## src/rtl/rsa_encrypt_seq.sv

```systemverilog
// rsa_encrypt_seq: sequential RSA encryption engine, C = P^e mod (p*q).
// Right-to-left square-and-multiply; each modular multiply is an
// interleaved shift-add (MSB first) taking WIDTH cycles, so no wide
// product or divider is built. Also reports n = p*q and phi_n = (p-1)*(q-1).
//
// Build option: define RSA_RANGE_CHECK_EN to flag plaintext P >= n as an
// error. Without it, P is reduced mod n in SETUP by repeated subtraction.
module rsa_encrypt_seq #(
    parameter int WIDTH = 64,
    parameter int PW    = 9
) (
    input  logic             clk,
    input  logic             rst_n,
    input  logic             start,
    input  logic [PW-1:0]    p,
    input  logic [PW-1:0]    q,
    input  logic [WIDTH-1:0] e,
    input  logic [WIDTH-1:0] P,
    output logic             busy,
    output logic             done,
    output logic             err,
    output logic [WIDTH-1:0] n,
    output logic [WIDTH-1:0] phi_n,
    output logic [WIDTH-1:0] C
);

    localparam int CW = $clog2(WIDTH);
    localparam logic [CW-1:0] CNT_LAST = CW'(WIDTH - 1);

    localparam logic [2:0] S_IDLE  = 3'd0;
    localparam logic [2:0] S_SETUP = 3'd1;
    localparam logic [2:0] S_BIT   = 3'd2;
    localparam logic [2:0] S_MUL   = 3'd3;
    localparam logic [2:0] S_SQR   = 3'd4;
    localparam logic [2:0] S_DONE  = 3'd5;

    logic [2:0]       state;
    logic [PW-1:0]    p_r;
    logic [PW-1:0]    q_r;
    logic [WIDTH-1:0] exp_r;   // remaining exponent, shifted right per SQR
    logic [WIDTH-1:0] base_r;  // P^(2^i) mod n
    logic [WIDTH-1:0] res_r;   // running product
    logic [WIDTH-1:0] mreg;    // multiplier bits, consumed MSB first
    logic [WIDTH:0]   acc;     // partial product, always < n between steps
    logic [CW-1:0]    cnt;     // bit position within one modular multiply

    // Modulus and totient of the latched primes; small PW x PW products.
    logic [PW-1:0]    p_m1;
    logic [PW-1:0]    q_m1;
    logic [2*PW-1:0]  n_prod;
    logic [2*PW-1:0]  phi_prod;
    logic [WIDTH-1:0] n_full;
    logic [WIDTH-1:0] phi_full;
    logic             bad_primes;

    assign p_m1       = p_r - PW'(1);
    assign q_m1       = q_r - PW'(1);
    assign n_prod     = {{PW{1'b0}}, p_r}  * {{PW{1'b0}}, q_r};
    assign phi_prod   = {{PW{1'b0}}, p_m1} * {{PW{1'b0}}, q_m1};
    assign n_full     = {{(WIDTH-2*PW){1'b0}}, n_prod};
    assign phi_full   = {{(WIDTH-2*PW){1'b0}}, phi_prod};
    assign bad_primes = (p_r < PW'(2)) || (q_r < PW'(2));

    // One interleaved step: acc = 2*acc mod n, then acc = acc + base mod n
    // when the current multiplier bit is set. Both sums stay below 2n, so a
    // single conditional subtract of n reduces each one.
    logic [WIDTH:0] n_w;
    logic [WIDTH:0] dbl;
    logic [WIDTH:0] dbl_red;
    logic [WIDTH:0] sum;
    logic [WIDTH:0] sum_red;
    logic [WIDTH:0] acc_next;

    assign n_w      = {1'b0, n};
    assign dbl      = acc << 1;
    assign dbl_red  = (dbl >= n_w) ? (dbl - n_w) : dbl;
    assign sum      = dbl_red + {1'b0, base_r};
    assign sum_red  = (sum >= n_w) ? (sum - n_w) : sum;
    assign acc_next = mreg[WIDTH-1] ? sum_red : dbl_red;

    assign busy = (state == S_SETUP) || (state == S_BIT) ||
                  (state == S_MUL)   || (state == S_SQR);
    assign done = (state == S_DONE);

    // Control FSM, exponentiation datapath and result registers.
    always_ff @(posedge clk) begin
        // NOTE: every register here uses <= so all reads see the values from
        // before this edge; mixing in blocking writes would create ordering races.
        if (!rst_n) begin
            state  <= S_IDLE;
            err    <= 1'b0;
            n      <= '0;
            phi_n  <= '0;
            C      <= '0;
            p_r    <= '0;
            q_r    <= '0;
            exp_r  <= '0;
            base_r <= '0;
            res_r  <= '0;
            mreg   <= '0;
            acc    <= '0;
            cnt    <= '0;
        end else begin
            case (state)
                S_IDLE: begin
                    if (start) begin
                        p_r    <= p;
                        q_r    <= q;
                        exp_r  <= e;
                        base_r <= P;
                        state  <= S_SETUP;
                    end
                end

                S_SETUP: begin
                    n     <= n_full;
                    phi_n <= phi_full;
                    if (bad_primes) begin
                        err   <= 1'b1;
                        C     <= '0;
                        state <= S_DONE;
                    end
`ifdef RSA_RANGE_CHECK_EN
                    else if (base_r >= n_full) begin
                        // Plaintext out of range: reject without exponentiating.
                        err   <= 1'b1;
                        C     <= '0;
                        state <= S_DONE;
                    end
`else
                    else if (base_r >= n_full) begin
                        // Reduce P mod n one subtract per cycle; stay in SETUP.
                        base_r <= base_r - n_full;
                    end
`endif
                    else begin
                        err   <= 1'b0;
                        res_r <= (n_full == WIDTH'(1)) ? '0 : WIDTH'(1);
                        state <= S_BIT;
                    end
                end

                S_BIT: begin
                    if (exp_r == '0) begin
                        C     <= res_r;
                        state <= S_DONE;
                    end else begin
                        acc   <= '0;
                        cnt   <= '0;
                        mreg  <= exp_r[0] ? res_r : base_r;
                        state <= exp_r[0] ? S_MUL : S_SQR;
                    end
                end

                S_MUL: begin
                    // res = res * base mod n; then always square.
                    acc  <= acc_next;
                    mreg <= mreg << 1;
                    cnt  <= cnt + 1'b1;
                    if (cnt == CNT_LAST) begin
                        res_r <= acc_next[WIDTH-1:0];
                        acc   <= '0;
                        cnt   <= '0;
                        mreg  <= base_r;
                        state <= S_SQR;
                    end
                end

                S_SQR: begin
                    // base = base * base mod n, even on the final bit where
                    // the squared value is no longer needed.
                    acc  <= acc_next;
                    mreg <= mreg << 1;
                    cnt  <= cnt + 1'b1;
                    if (cnt == CNT_LAST) begin
                        base_r <= acc_next[WIDTH-1:0];
                        exp_r  <= exp_r >> 1;
                        state  <= S_BIT;
                    end
                end

                S_DONE: begin
                    state <= S_IDLE;
                end

                default: begin
                    state <= S_IDLE;
                end
            endcase
        end
    end

endmodule

```

## config.mk

```make
export PLATFORM = sky130hd
export DESIGN_NAME = rsa_encrypt_seq
export DESIGN_NICKNAME = d
export VERILOG_FILES = /design/src/rtl/rsa_encrypt_seq.sv
export SDC_FILE = /design/constraint.sdc
export NUM_CORES = 2
export LEC_CHECK = 0
export ABC_AREA = 1
export CAP_MARGIN = 5
export CELL_PAD_IN_SITES_DETAIL_PLACEMENT = 2
export CELL_PAD_IN_SITES_GLOBAL_PLACEMENT = 2
export CORE_MARGIN = 2
export CORE_UTILIZATION = 29
export DETAILED_ROUTE_END_ITERATION = 10
export GPL_TIMING_DRIVEN = 0
export PLACE_DENSITY = 0.77
export SLEW_MARGIN = 20
export SYNTH_ARGS = -nofsm -noshare
export SYNTH_HDL_FRONTEND = slang
export SYNTH_SLANG_ARGS = --single-unit
export TNS_END_PERCENT = 20
```

## constraint.sdc

```tcl
create_clock -name clk -period 6.1 [get_ports clk]
set_input_delay 0.915 -clock clk [delete_from_list [all_inputs] [get_ports clk]]
set_output_delay 0.915 -clock clk [all_outputs]
set_load 0.01 [all_outputs]
```

# == Yosys cells after proc, flatten, opt, wreduce, memory -nomap -nowiden ==
# Cells that the tools add are included.
# W data, S select, Z words.
# totals
reg_bits,448
in_bits,149
out_inout_bits,195
word_cells,102
# classes
add_sub_neg,7
n_mul,2
n_lt_le_gt_ge,5
n_eq_ne,18
mux,38
n_reduce_logical,19
# op_table
op,n
$mux W64,17
$pmux W64 S3,3
$pmux W64 S2,3
$ge A65 B18 Y1,2
$sub A64 B18 Y64,2
$add A65 B64 Y65,1
$mux W65,1
$sub A65 B18 Y65,1
$ge A64 B18 Y1,1
$logic_not A64 Y1,1
$mul A9 B9 Y18,2
$mux W3,7
$eq A18 B1 Y1 const B,1
$lt A9 B2 Y1 const B,2
$pmux W6 S3,1
$sub A9 B1 Y9 const B,2
$pmux W3 S5,1
$mux W6,2
$ne A2 B2 Y1 const B,6
$ne A2 B1 Y1 const B,4
$reduce_and A4 Y1,2
$add A6 B1 Y6 const B,1
$eq A3 B2 Y1 const B,2
$eq A3 B3 Y1 const B,2
11 further kinds,22

# == Depth between registers and ports, before layout ==
# logic_depth
depth_word,8
ltp_mapped,48
depth_no_buf,47

# == Least setup slack after synthesis ==
# OpenSTA, ideal clock, no wires.
# synth_timing
path_type,reg2reg
startpoint,register p_r[0]
endpoint,register base_r[2]
setup_ps,122
arrival_ps,6265
slack_ps,-287
path_stages_with_launch,36
path_buffers,3
path_cell_list,dfxtp_1 clkbuf_1 clkbuf_1 nand2_1 fa_1 fa_1 inv_1 fa_1 fa_1 ha_1 inv_1 nor3_1 nand2_1 nand2_1 nand2_1 nand2_1 nand2_1 nand2_1 a21oi_1 o21bai_1 xor2_1 ha_1 a21oi_1 inv_1 a21oi_1 o21a_1 nand2_1 a21oi_1 nand2_1 nor2_1 nand3_1 nand2_1 clkinv_1 clkbuf_1 o21ai_0 a21oi_1
# synth_via
elab_chain_len,5
word_cells_on_any_way,11
cone_classes,1 x add/sub; 1 x mul; 2 x order compare; 2 x eq/ne; 3 x mux; 2 x reduce/logical
# synth_lines
element,line_no,text
"start, declared",38,logic [PW-1:0] p_r;
"start signal, assigned",107,p_r <= p;
$mul A9 B9 Y18,58,"assign n_prod = {{PW{1'b0}}, p_r} * {{PW{1'b0}}, q_r};"
$sub A64 B18 Y64,133,base_r <= base_r - n_full;
$mux W64,131,else if (base_r >= n_full) begin
$mux W64,118,if (bad_primes) begin
$pmux W64 S3,104,case (state)
"end signal, assigned",133,
"end signal, assigned",176,base_r <= acc_next[WIDTH-1:0];
"end, declared",41,logic [WIDTH-1:0] base_r;
# Parallel ways exist; a longest one is shown, timed or not. The select of a mux whose other input is x is not followed.
# A chain may end at the register's enable or synchronous reset.

# == Worst setup path in the final report ==
# layout_timing
startpoint,register q_r[0]
endpoint,register base_r[31]
# layout_via
elab_chain_len,5
word_cells_on_any_way,11
cone_classes,1 x add/sub; 1 x mul; 2 x order compare; 2 x eq/ne; 3 x mux; 2 x reduce/logical
# layout_lines
element,line_no,text
"start, declared",39,logic [PW-1:0] q_r;
"start signal, assigned",108,q_r <= q;
$mul A9 B9 Y18,58,
$sub A64 B18 Y64,133,
$mux W64,131,
$mux W64,118,
$pmux W64 S3,104,
# Parallel ways exist; a longest one is shown, timed or not. The select of a mux whose other input is x is not followed.

==> out/qor.txt <==
Synth Area in XOR/XNOR: 3.13%
Detailed Route WL: 256000 um
sequential share of the synthesized area: 22.6%
Final Util: 40.3%
endpoints failing setup: 201
Post-Syn Area per Cell: 6.14 um^2
synthesis-to-finish area growth: 37.5%
Longest Clk Path Bufs: 3
Max Clk Rate: 0.140 GHz
Hold Path Sink: phi_n[0]
critical-path cell with the highest stage delay: fa_2
Reg2Reg Depth: 34
Core Region: 136000 um^2
WL/cell: 28.8 um
Syn Std Cell Area: 39700 um^2
DRC: 0
DP Area: 44900 um^2
status: finished with violations
initial antenna violation count: 8
Synth area leaders: dfxtp_1 (23%), nand2_1 (17%), inv_1 (7.8%)
Max FO, Critical Path: 8
post-route cell area: 54600 um^2
flop2flop setup slack: -1020 ps
Detailed Routing Iterations Pass 1: 5
Max Slew Vio Count: 0
RSZ-0062 raised after global routing: yes
DP HPWL: 199000 um
synthesized flop and latch total: 448
critical path class: flop to flop
period utilization: 117%
Clock transition at path regs: 70 ps
Num Clock Sinks: 448
CTS root buf: clkbuf_16
Critical Path Source: q_r[0]
Syn Inst Count: 6467
Core Rows: 135
Die Area: 140000 um^2
Hold Vio Cnt, Final: 0
Async SR Flop Fraction: 0%
Setup Skew: 23.6 ps
Crit. End Element: flop
largest net degree at the start of global routing: 16
final layout net count: 7534
GR Layer Usage met3: 3.36%
remaining antenna violation count: 0
crit path launch type: flop
Adder-Cell Fraction of Synth Area: 11.5%
Synth area leader: dfxtp_1
worst-margin pin slew: 1360 ps
vias in the first global route: 52800
synth unique cells: 52
CTS buffer count: 51
die height: 374 um
largest family of logic cells by synthesized area: simple AND/OR/NAND/NOR gates
gr busiest metal: met2
Post-Synth Simple-Gate Area: 33.9%
worst r2r src: q_r[0]
# port buffers: 250
Arr. time, crit path: 7670 ps
Rel. slew slack: 9.52%
Worst Hold Class: flop to flop
DR vias: 49400
layout cells sized above 1: 21.1%
worst hold stages: 2
GR Util met1: 44.3%
Placer Congestion: 0.959
Yosys top cell area share: 22.6%
complex-gate fraction of the synthesized area: 16.7%
Hold-fix buffers, CTS: 0
Setup WS post-layout: -1020 ps
Die Width: 374 um
worst hold start: phi_n[0]
htree depth: 2
CTS tree: done
initial DRC count: 3831
global-route wire length before repair: 360000 um
failing checks: setup timing
mux contribution to synthesized area: 0%
initial core utilization: 29.3%
Synth Flop Type: dfxtp_1
met2 Resource Use GR: 58.3%
GRT Util Overall: 34.6%
io pins: 344
Period minus WS final: 7120 ps
crit-path max cell delay: 620 ps
Reg-to-Reg End: base_r[31]
crit-path most repeated cell: nand2_2
max-cap violations: 0
number of synthesized flops with an enable pin: 0
setup tns final: -151670 ps
synth warn: 0
Via density: 5.55
Clock Latency Late Sink: 670 ps
Worst Path Required: 6650 ps
GR Overflow Total: 0
## sequential cells by signal, indices dropped and copies added (netlist names), 6 cells and up
name    flops
C          64
cnt         6
p_r         9
phi_n      18
base_r     64
acc        64
res_r      64
exp_r      64
mreg       64
q_r         9
n          18
## metrics by stage
step | setup slack [ps] | std cells | hold WS, ps
after floorplan | 1.11 | 6558 | 448
after global placement | -4230 | 8589 | 466
final | -1020 | 8904 | 470
after CTS | -688 | 8870 | 477
after detailed placement | -4300 | 8591 | 468
after global routing | -1140 | 8902 | 498
## placed cells by master (no fill, tap or decap), types with 70 or more instances in the layout
| cell | instances |
|---|---|
| nor2_4 | 81 |
| dfxtp_1 | 413 |
| inv_1 | 772 |
| nand4_1 | 95 |
| xor2_1 | 70 |
| nand2_2 | 169 |
| nor2_1 | 513 |
| fa_1 | 94 |
| a21oi_2 | 89 |
| nand3_1 | 307 |
| clkdlybuf4s50_1 | 250 |
| a31oi_1 | 81 |
| ha_1 | 116 |
| nand3_4 | 72 |
| a21oi_1 | 407 |
| conb_1 | 92 |
| clkbuf_1 | 190 |
| buf_4 | 280 |
| nor2_2 | 86 |
| nand2_1 | 1580 |
| o21ai_0 | 322 |
| nand3_2 | 103 |
## worst max-delay path, delay by kind of cell (launching register included)
family                     cells  cell delay (ps)
xor gates and xnor gates       1              190
AOI/OAI and AO/OA              4              440
adders and majority gates      6             2910
buffers and inverters          6              760
DFF                            1              390
and+or+nand+nor               17             2290
## logic make-up (layout without fill, tap and decap cells)
| family | Yosys count | in the layout |
|---|---|---|
| compound gates | 1196 | 1196 |
| flops | 448 | 448 |
| other cells | 1 | 95 |
| fa+ha+maj | 301 | 301 |
| buf+inv | 1186 | 1748 |
| xor+xnor | 142 | 142 |
| simple gates | 3193 | 3193 |
## Yosys cell counts (33+ instances only)
library cell / count
a31oi_1: 84
dfxtp_1: 448
o21ai_0: 400
inv_1: 822
fa_1: 104
or2_2: 36
nand4_1: 95
clkbuf_1: 222
nand3_1: 452
xnor2_1: 37
nor4_1: 33
xor2_1: 105
nor2_1: 653
buf_4: 94
nor3_1: 57
nand2_1: 1763
ha_1: 197
a21oi_1: 517
## routing by layer
layer	wire (um)	vias up	part of all wire (%)
met1	107000	25100	42
li1	-	22000	-
met3	13800	581	5.4
met2	119000	1727	47
met4	15700	6	6.1
met5	46	-	0.018
## what timing repair did
item | CTS | global route
gates cloned | 15 | 1
pin swaps | 229 | 110
setup endpoints to repair | 203 | 205
buffers inserted | 177 | 33
gates resized for setup | 1191 | 262
## area by class of cell
class / instances / area, um^2
clock buffer: 73 / 1480
timing repair inverter: 3 / 38.8
inverter: 836 / 3210
antenna: 3 / 7.51
multi-input combinational: 4924 / 31500
fill: 16100 / 81000
clock inverter: 16 / 204
tap: 1781 / 2230
sequential: 448 / 9050
timing repair buffer: 472 / 4490
buffer: 348 / 2380
## worst max path at each step
| stage | end | cells past startpoint |
|---|---|---|
| after floorplan | base_r[10] | 33 |
| after CTS | phi_n[17] | 28 |
| after detailed placement | res_r[62] | 42 |
| final | base_r[31] | 34 |
| after global routing | base_r[39] | 35 |
| after global placement | res_r[62] | 42 |
Power is left out: the tool's default activity adds up to more than one toggle a clock period on the data nets, which glitch-free logic cannot reach.
